<file path="src/rtl/instruction_fetch_unit.sv">
// instruction_fetch_unit: sequential PC fetch into a 2-entry {pc, instr} FIFO
// with redirect flush, halt and a running fetch counter.
module instruction_fetch_unit #(
    parameter logic [63:0] RESET_PC   = 64'h0,
    parameter int          IMEM_DELAY = 50
) (
    input  logic        clk,
    input  logic        rst_n,
    output logic [63:0] imem_addr,
    input  logic [31:0] imem_instr,
    input  logic        redirect_valid,
    input  logic [63:0] redirect_pc,
    input  logic        halt,
    output logic        out_valid,
    input  logic        out_ready,
    output logic [31:0] out_instr,
    output logic [63:0] out_pc,
    output logic [31:0] fetch_count
);
    localparam int unused_imem_delay = IMEM_DELAY;

    logic [63:0] pc_q, pc_d, pc0_q, pc0_d, pc1_q, pc1_d;
    logic [31:0] in0_q, in0_d, in1_q, in1_d, fcnt_q, fcnt_d;
    logic [1:0]  count_q, count_d, widx;
    logic        pop, fetch;
    logic [1:0]  unused_redirect_lsbs;

    assign unused_redirect_lsbs = redirect_pc[1:0];
    assign imem_addr   = {2'b00, pc_q[63:2]};
    assign out_valid   = (count_q != 2'd0);
    assign out_instr   = out_valid ? in0_q : 32'h0;
    assign out_pc      = out_valid ? pc0_q : 64'h0;
    assign fetch_count = fcnt_q;
    assign pop   = out_valid & out_ready;
    assign fetch = ~halt & ~redirect_valid & ((count_q < 2'd2) | pop);
    // Entry 0 is always the head; a push lands in the slot left after any pop.
    assign widx  = count_q - {1'b0, pop};

    always_comb begin
        pc0_d = pop ? pc1_q : pc0_q;
        in0_d = pop ? in1_q : in0_q;
        pc1_d = pc1_q;
        in1_d = in1_q;
        if (fetch && widx == 2'd0) begin
            pc0_d = pc_q;
            in0_d = imem_instr;
        end
        if (fetch && widx == 2'd1) begin
            pc1_d = pc_q;
            in1_d = imem_instr;
        end
        count_d = redirect_valid ? 2'd0 : count_q + {1'b0, fetch} - {1'b0, pop};
        pc_d    = redirect_valid ? {redirect_pc[63:2], 2'b00} : fetch ? pc_q + 64'd4 : pc_q;
        fcnt_d  = fcnt_q + {31'b0, fetch};
    end

    always_ff @(posedge clk or negedge rst_n) begin
        if (!rst_n) begin
            pc_q    <= RESET_PC;
            pc0_q   <= 64'h0;
            pc1_q   <= 64'h0;
            in0_q   <= 32'h0;
            in1_q   <= 32'h0;
            count_q <= 2'd0;
            fcnt_q  <= 32'h0;
        end else begin
            pc_q    <= pc_d;
            pc0_q   <= pc0_d;
            pc1_q   <= pc1_d;
            in0_q   <= in0_d;
            in1_q   <= in1_d;
            count_q <= count_d;
            fcnt_q  <= fcnt_d;
        end
    end
endmodule

</file>
<file path="config.mk">
export PLATFORM = sky130hd
export DESIGN_NAME = instruction_fetch_unit
export DESIGN_NICKNAME = d
export VERILOG_FILES = /design/src/rtl/instruction_fetch_unit.sv
export SDC_FILE = /design/constraint.sdc
export NUM_CORES = 1
export LEC_CHECK = 0
export CAP_MARGIN = 20
export CORE_MARGIN = 10
export CORE_UTILIZATION = 50
export CTS_CLUSTER_DIAMETER = 60
export DETAILED_ROUTE_END_ITERATION = 8
export PLACE_DENSITY = 0.79
export SYNTH_ARGS = -nofsm -noshare
export SYNTH_HDL_FRONTEND = slang
export SYNTH_SLANG_ARGS = --single-unit
</file>
<file path="constraint.sdc">
create_clock -name clk -period 6.6 [get_ports clk]
set_clock_uncertainty 0.15 [all_clocks]
set_input_delay 0.99 -clock clk [delete_from_list [all_inputs] [get_ports clk]]
set_output_delay 0.99 -clock clk [all_outputs]
set_load 0.01 [all_outputs]
</file>
==> impl_metrics.yaml, run 1 <==
setup_path:
  critPathTopFamily: "buffers and inverters"
  cpPeakStageDelay_ns: 0.75
  slowest_stage: "buf_4"
  path_cells: "or2_2 > buf_4 > nand2_4 > clkinv_2 > ha_1 > xor2_1 > nand3b_1 > buf_4 > buf_4 > nor2_1 > a31oi_1"
  critPathMaxFanout: 96
  worst_path_most_repeated_cell: "buf_4"
  cp.required_ns: 6.90
  crit_buf_inv: 4
  startpoint_type: "register"
  crit_arrival_ns: 4.79
  critPathKind: "register to register"
  end_kind: "register"
sta:
  fmax_ghz: 0.223
  period_share_pct: 68.0
  tightestPinTransition_ns: 0.968
  slew_violations: 0
  slew_headroom_pct: 35.5
  rsz0062_at_grt: "no"
  setup_viol: 0
  period_minus_slack_ns: 4.49
  setup_tns_ns: 0
  hold_viol_final: 0
  hold_ws_ns: 0.222
die:
  die-area_um2: 33800
  ios: 294
  initial_core_util_pct: 51.1
  row_count: 59
  coreArea_um2: 26300
  die_h_um: 184
  die_x_um: 184
cells_and_area:
  finalCoreUtilization_pct: 66.9
  layout-drive-gt1-share_pct: 11.1
  fill_cells: 2058
  design_area_um2: 17600
  nets: 1720
  area_growth_pct: 30.9
pwr:
  ir_drop_mv: 0.216
  p_leak_uw: 0.00738
  powerDensity_nw_per_um2: 381
  finalPower_uw: 6700
job:
  drv_cap: 0
run_status:
  status: "complete, no violations"
synthesis:
  synth-warning-count: 0
  synth.avg_cell_area_um2: 9.83
  synth_top_area_share_pct: 52.9
  synth_cell_types: 45
  synth_flop_cell: "dfrtp_1"
  async_flop_share_pct: 100
  synth_area_leader_cell: "dfrtp_1"
  synthCells: 1366
  synth-edff-count: 0
  netlist_area_um2: 13400
  synth_area_leaders: "dfrtp_1 53%, mux2_2 8.5%, nand2_1 7.6%"
  ys_seq_area_share_pct: 52.9
  synth-seq-cells: 284
placement:
  finalWeightedCongestion: 0.845
  portBuffers: 287
  hpwlAfterDp_mm: 26.8
  dpl_cell_area_um2: 16500
grt:
  grt_max_degree: 150
  antenna_found_initial: 5
  grt_pass1_wl_mm: 62.5
  grt_use_total_pct: 22.7
  grt_pass1_vias: 11400
  grt-ovfl-total: 0
clock_network:
  clk_pin_slew_ns: 0.06
  hold_buffers: 0
  cts_buffer_depth: 3
  insertion_delay_ns: 0.54
  cts.sinks: 284
  cts_tree: "done"
  htreeDepth: 1
  root_buffer: "clkbuf_16"
  cts.repair.resized: 0
  cts_setup_buffers: 0
  cts_made_buffers: 30
detailed_routing:
  wirelength_mm: 39.3
  viasPerCell: 5.63
  drc: 0
  drt-initial-drc-count: 768
  routed-via-count: 11100
  antenna_left: 0
  wl_per_cell_um: 19.9
  firstDrtPassIters: 5
hold_path:
  hp-class: "input port to async pin"
synth_stat cells (3+ instances only):
cell,n
dfrtp_1,284
nand2_1,272
nor2_1,115
mux2_2,101
a31oi_1,98
and2_1,96
clkbuf_1,65
xnor2_1,55
o21ai_0,47
nand3_1,40
xor2_1,31
nand4_1,25
and3_1,21
buf_2,18
nor3_1,13
nor4_1,11
inv_1,10
ha_1,7
or3_1,6
or4_1,6
and4_1,5
buf_4,4
o31ai_1,4
nor2b_1,3
nor4_2,3
flip-flops by register name (all words and copies together) (netlist names):
signal,cells
count_q,2
fetch_count,32
in0_q,32
in1_q,32
pc0_q,62
pc1_q,62
pc_q,62
through the flow:
step	cells	setup slack [ns]
floorplan	1369	3.52
global placement	1914	2.11
detailed placement	1914	1.96
CTS	1970	2.08
global route	1974	1.78
finish	1975	2.11
logic make-up after synthesis:
kind of cell	after synthesis	share of synthesized area (%)
AO/OA/AOI/OAI	155	6.87
XOR/XNOR	86	5.61
adder cells (fa/ha/maj)	7	0.652
buffers and inverters	101	3.10
flip-flops	284	52.9
multiplexers	102	8.54
other	1	0.0279
AND/OR/NAND/NOR	630	22.3
power breakdown:
group | switching, uW | internal, uW
Clock | 689 | 1080
Combinational | 1030 | 1140
Sequential | 382 | 2380
cell type report:
cell class / instances / area (um2) / share of cell area, %
repair buffers: 300 / 3000 / 17.1
clock buffers: 51 / 981 / 5.58
multi-input cells: 984 / 5930 / 33.7
inverters: 12 / 46.3 / 0.263
diodes: 4 / 10.0 / 0.0569
flip-flops and latches: 284 / 7110 / 40.4
clock inverters: 5 / 78.8 / 0.448
well taps: 335 / 419 / 2.38
layer usage:
layer	wire length, um	track usage, %	share of wire, %
met2	19000	37.1	48
met4	1030	7.11	2.6
met1	16200	28.9	41
met3	3090	5.59	7.9
met5	9	0	0.023
path summary, 6_finish.rpt:
check	from	slack, ns	endpoint	cells past startpoint
max in group asynchronous	rst_n	4.70	in0_q[10]$_DFFE_PN0P_	2
hold reg to reg	fetch_count[31]$_DFF_PN0_	0.34	fetch_count[31]$_DFF_PN0_	1
min in group clk	fetch_count[31]$_DFF_PN0_	0.34	fetch_count[31]$_DFF_PN0_	1
hold / removal	rst_n	0.22	pc0_q[28]$_DFFE_PN0P_	1
setup / recovery	count_q[1]$_DFF_PN0_	2.11	pc0_q[61]$_DFFE_PN0P_	11
setup reg to reg	count_q[1]$_DFF_PN0_	2.11	pc0_q[61]$_DFFE_PN0P_	11
cell usage in the layout, fill, tap and decap left out, types with 2 or more instances in the layout:
cell / count
clkbuf_1: 7
and4_1: 5
nor4b_2: 2
conb_1: 4
bufinv_16: 2
or3_1: 6
ha_1: 7
o21ai_0: 47
nor4_2: 3
clkbuf_16: 31
inv_1: 10
o21ai_1: 2
mux2_2: 101
clkdlybuf4s50_1: 285
nand2_1: 271
nor2_1: 115
dfrtp_1: 284
nand4_1: 25
and2_1: 96
buf_4: 11
clkbuf_8: 13
or4_1: 6
nor2b_1: 3
nor4_1: 11
xnor2_1: 55
nand3_1: 40
a31oi_1: 98
or4_4: 2
o31ai_1: 4
and3_1: 21
xor2_1: 31
nor3_1: 13
clkinv_2: 3
diode_2: 4
Power figures use the tool's default switching activity.
==> inputs of run 2 (changes only) <==
--- a/config.mk
+++ b/config.mk
@@ -7,10 +7,10 @@
 export LEC_CHECK = 0
 export CAP_MARGIN = 20
 export CORE_MARGIN = 10
-export CORE_UTILIZATION = 50
+export CORE_UTILIZATION = 46
 export CTS_CLUSTER_DIAMETER = 60
 export DETAILED_ROUTE_END_ITERATION = 8
-export PLACE_DENSITY = 0.79
+export PLACE_DENSITY = 0.77
 export SYNTH_ARGS = -nofsm -noshare
 export SYNTH_HDL_FRONTEND = slang
 export SYNTH_SLANG_ARGS = --single-unit
==> constraint.sdc (replaced) <==
create_clock -name clk -period 3.63 [get_ports clk]
set_clock_uncertainty 0.15 [all_clocks]
set_input_delay 0.5445 -clock clk [delete_from_list [all_inputs] [get_ports clk]]
set_output_delay 0.5445 -clock clk [all_outputs]
set_load 0.01 [all_outputs]
==> impl_metrics.yaml, run 2 (synthesis results as in run 1) <==
setup_path:
  critPathMaxFanout: 95
  r2r-end: "in0_q[6]$_DFFE_PN0P_"
  end_kind: "output port"
  crit_arrival_ns: 2.30
  startpoint_type: "register"
  ff2ff_path_depth: 9
  cp.required_ns: 2.94
  r2r_slack_ns: 0.83
  critPathKind: "register to output port"
  worstReg2RegStart: "count_q[1]$_DFF_PN0_"
hold_path:
  holdPathEnd: "fetch_count[31]$_DFF_PN0_"
  min_path_cells: 1
  hold_path_startpoint: "fetch_count[31]$_DFF_PN0_"
  hp-class: "register to register"
cells_and_area:
  fill_cells: 2340
  seq_area_um2: 7110
  layout.cells.most_common: "clkdlybuf4s50_1"
  multi_input_area_um2: 5930
  area_growth_pct: 33.9
  top_regs: "pc0_q x62, pc1_q x62, pc_q x62"
  final_cell_mix: "285 x clkdlybuf4s50_1, 284 x dfrtp_1, 271 x nand2_1"
  layout-drive-gt1-share_pct: 12.1
  nets: 1737
sta:
  setup_ws_ns: 0.636
  rsz0062_at_grt: "no"
  fmax_ghz: 0.334
  slew_violations: 0
  hold_viol_final: 0
  setup_tns_ns: 0
  setup_viol: 0
  period_share_pct: 82.5
  hold_ws_ns: 0.322
  slew_headroom_pct: 40.3
  tightestPinTransition_ns: 0.896
  period_minus_slack_ns: 2.99
grt:
  grt_pass1_vias: 11400
  antenna_found_initial: 8
  grt_pass1_wl_mm: 63.6
  grt-ovfl-total: 0
  grt_max_degree: 102
  grt_use_total_pct: 21.7
detailed_routing:
  drc: 0
  wirelength_mm: 40.4
  viasPerCell: 5.50
  routed-via-count: 11200
  antenna_left: 0
  firstDrtPassIters: 5
  wl_per_cell_um: 19.8
  drt-initial-drc-count: 727
pwr:
  p_leak_uw: 0.00755
  powerDensity_nw_per_um2: 701
  ir_drop_mv: 0.397
clock_network:
  cts_buffer_depth: 3
  hold_buffers: 1
  clk_pin_slew_ns: 0.06
  cts.repair.resized: 0
  cts.sinks: 284
  htreeDepth: 2
  insertion_delay_ns: 0.51
  cts_made_buffers: 34
  cts_setup_buffers: 0
  cts_tree: "done"
  root_buffer: "clkbuf_16"
placement:
  finalWeightedCongestion: 0.861
  hpwlAfterDp_mm: 27.6
  portBuffers: 287
  dpl_worst_slack_ns: 0.349
job:
  drv_cap: 0
die:
  die_x_um: 191
  row_count: 62
  ios: 294
  die_h_um: 191
  initial_core_util_pct: 46.7
  die-area_um2: 36400
  coreArea_um2: 28800
run_status:
  status: "complete, no violations"
run 2: report_power, final:
| group | total, uW | internal [uW] | switching, uW |
|---|---|---|---|
| clock network | 3530 | 2200 | 1330 |
| registers | 5030 | 4330 | 704 |
| logic | 4040 | 2140 | 1900 |
| total | 12600 | 8670 | 3940 |
run 2: worst max-delay path by stage:
stage | from | end | slack [ns]
finish | count_q[1]$_DFF_PN0_ | out_pc[8] | 0.64
global route | out_ready | pc_q[57]$_DFFE_PN0N_ | 0.54
CTS | count_q[1]$_DFF_PN0_ | out_pc[8] | 0.60
detailed placement | out_ready | pc_q[61]$_DFFE_PN0N_ | 0.35
global placement | out_ready | pc_q[61]$_DFFE_PN0N_ | 0.32
floorplan | count_q[1]$_DFF_PN0_ | pc0_q[20]$_DFFE_PN0P_ | 0.80
run 2: area by class of cell:
| type | instances | share of cell area, % |
|---|---|---|
| Inverter | 12 | 0.257 |
| Clock buffer | 52 | 6.02 |
| Sequential cell | 284 | 39.5 |
| Multi-Input combinational cell | 984 | 33.0 |
| Antenna cell | 5 | 0.0696 |
| Clock inverter | 9 | 0.578 |
| Tap cell | 384 | 2.67 |
| Timing Repair Buffer | 313 | 17.9 |
run 2: critical path: stages, from the launching register on:
cell,delay (ns)
dfrtp_1,0.42
or2_2,0.37
buf_12,0.25
and2_1,0.21
clkdlybuf4s50_1,0.54
run 2: routing by layer:
metal | part of all wire, % | global-route usage, %
met1 | 41 | 27.5
met2 | 49 | 35.4
met3 | 7.4 | 5.45
met4 | 2.7 | 7.57
met5 | 0.062 | 0
run 2: stage by stage:
| step | util (%) | std cells | total power (uW) | area [um2] |
|---|---|---|---|---|
| after detailed placement | 58.1 | 1974 | 9110 | 16700 |
| after CTS | 62.3 | 2036 | 12700 | 17900 |
| final | 62.5 | 2043 | 12600 | 18000 |
| after global placement | 58.1 | 1974 | 8920 | 16700 |
| after floorplan | - | 1369 | 7210 | 13400 |
| after global routing | 62.5 | 2042 | 13400 | 18000 |
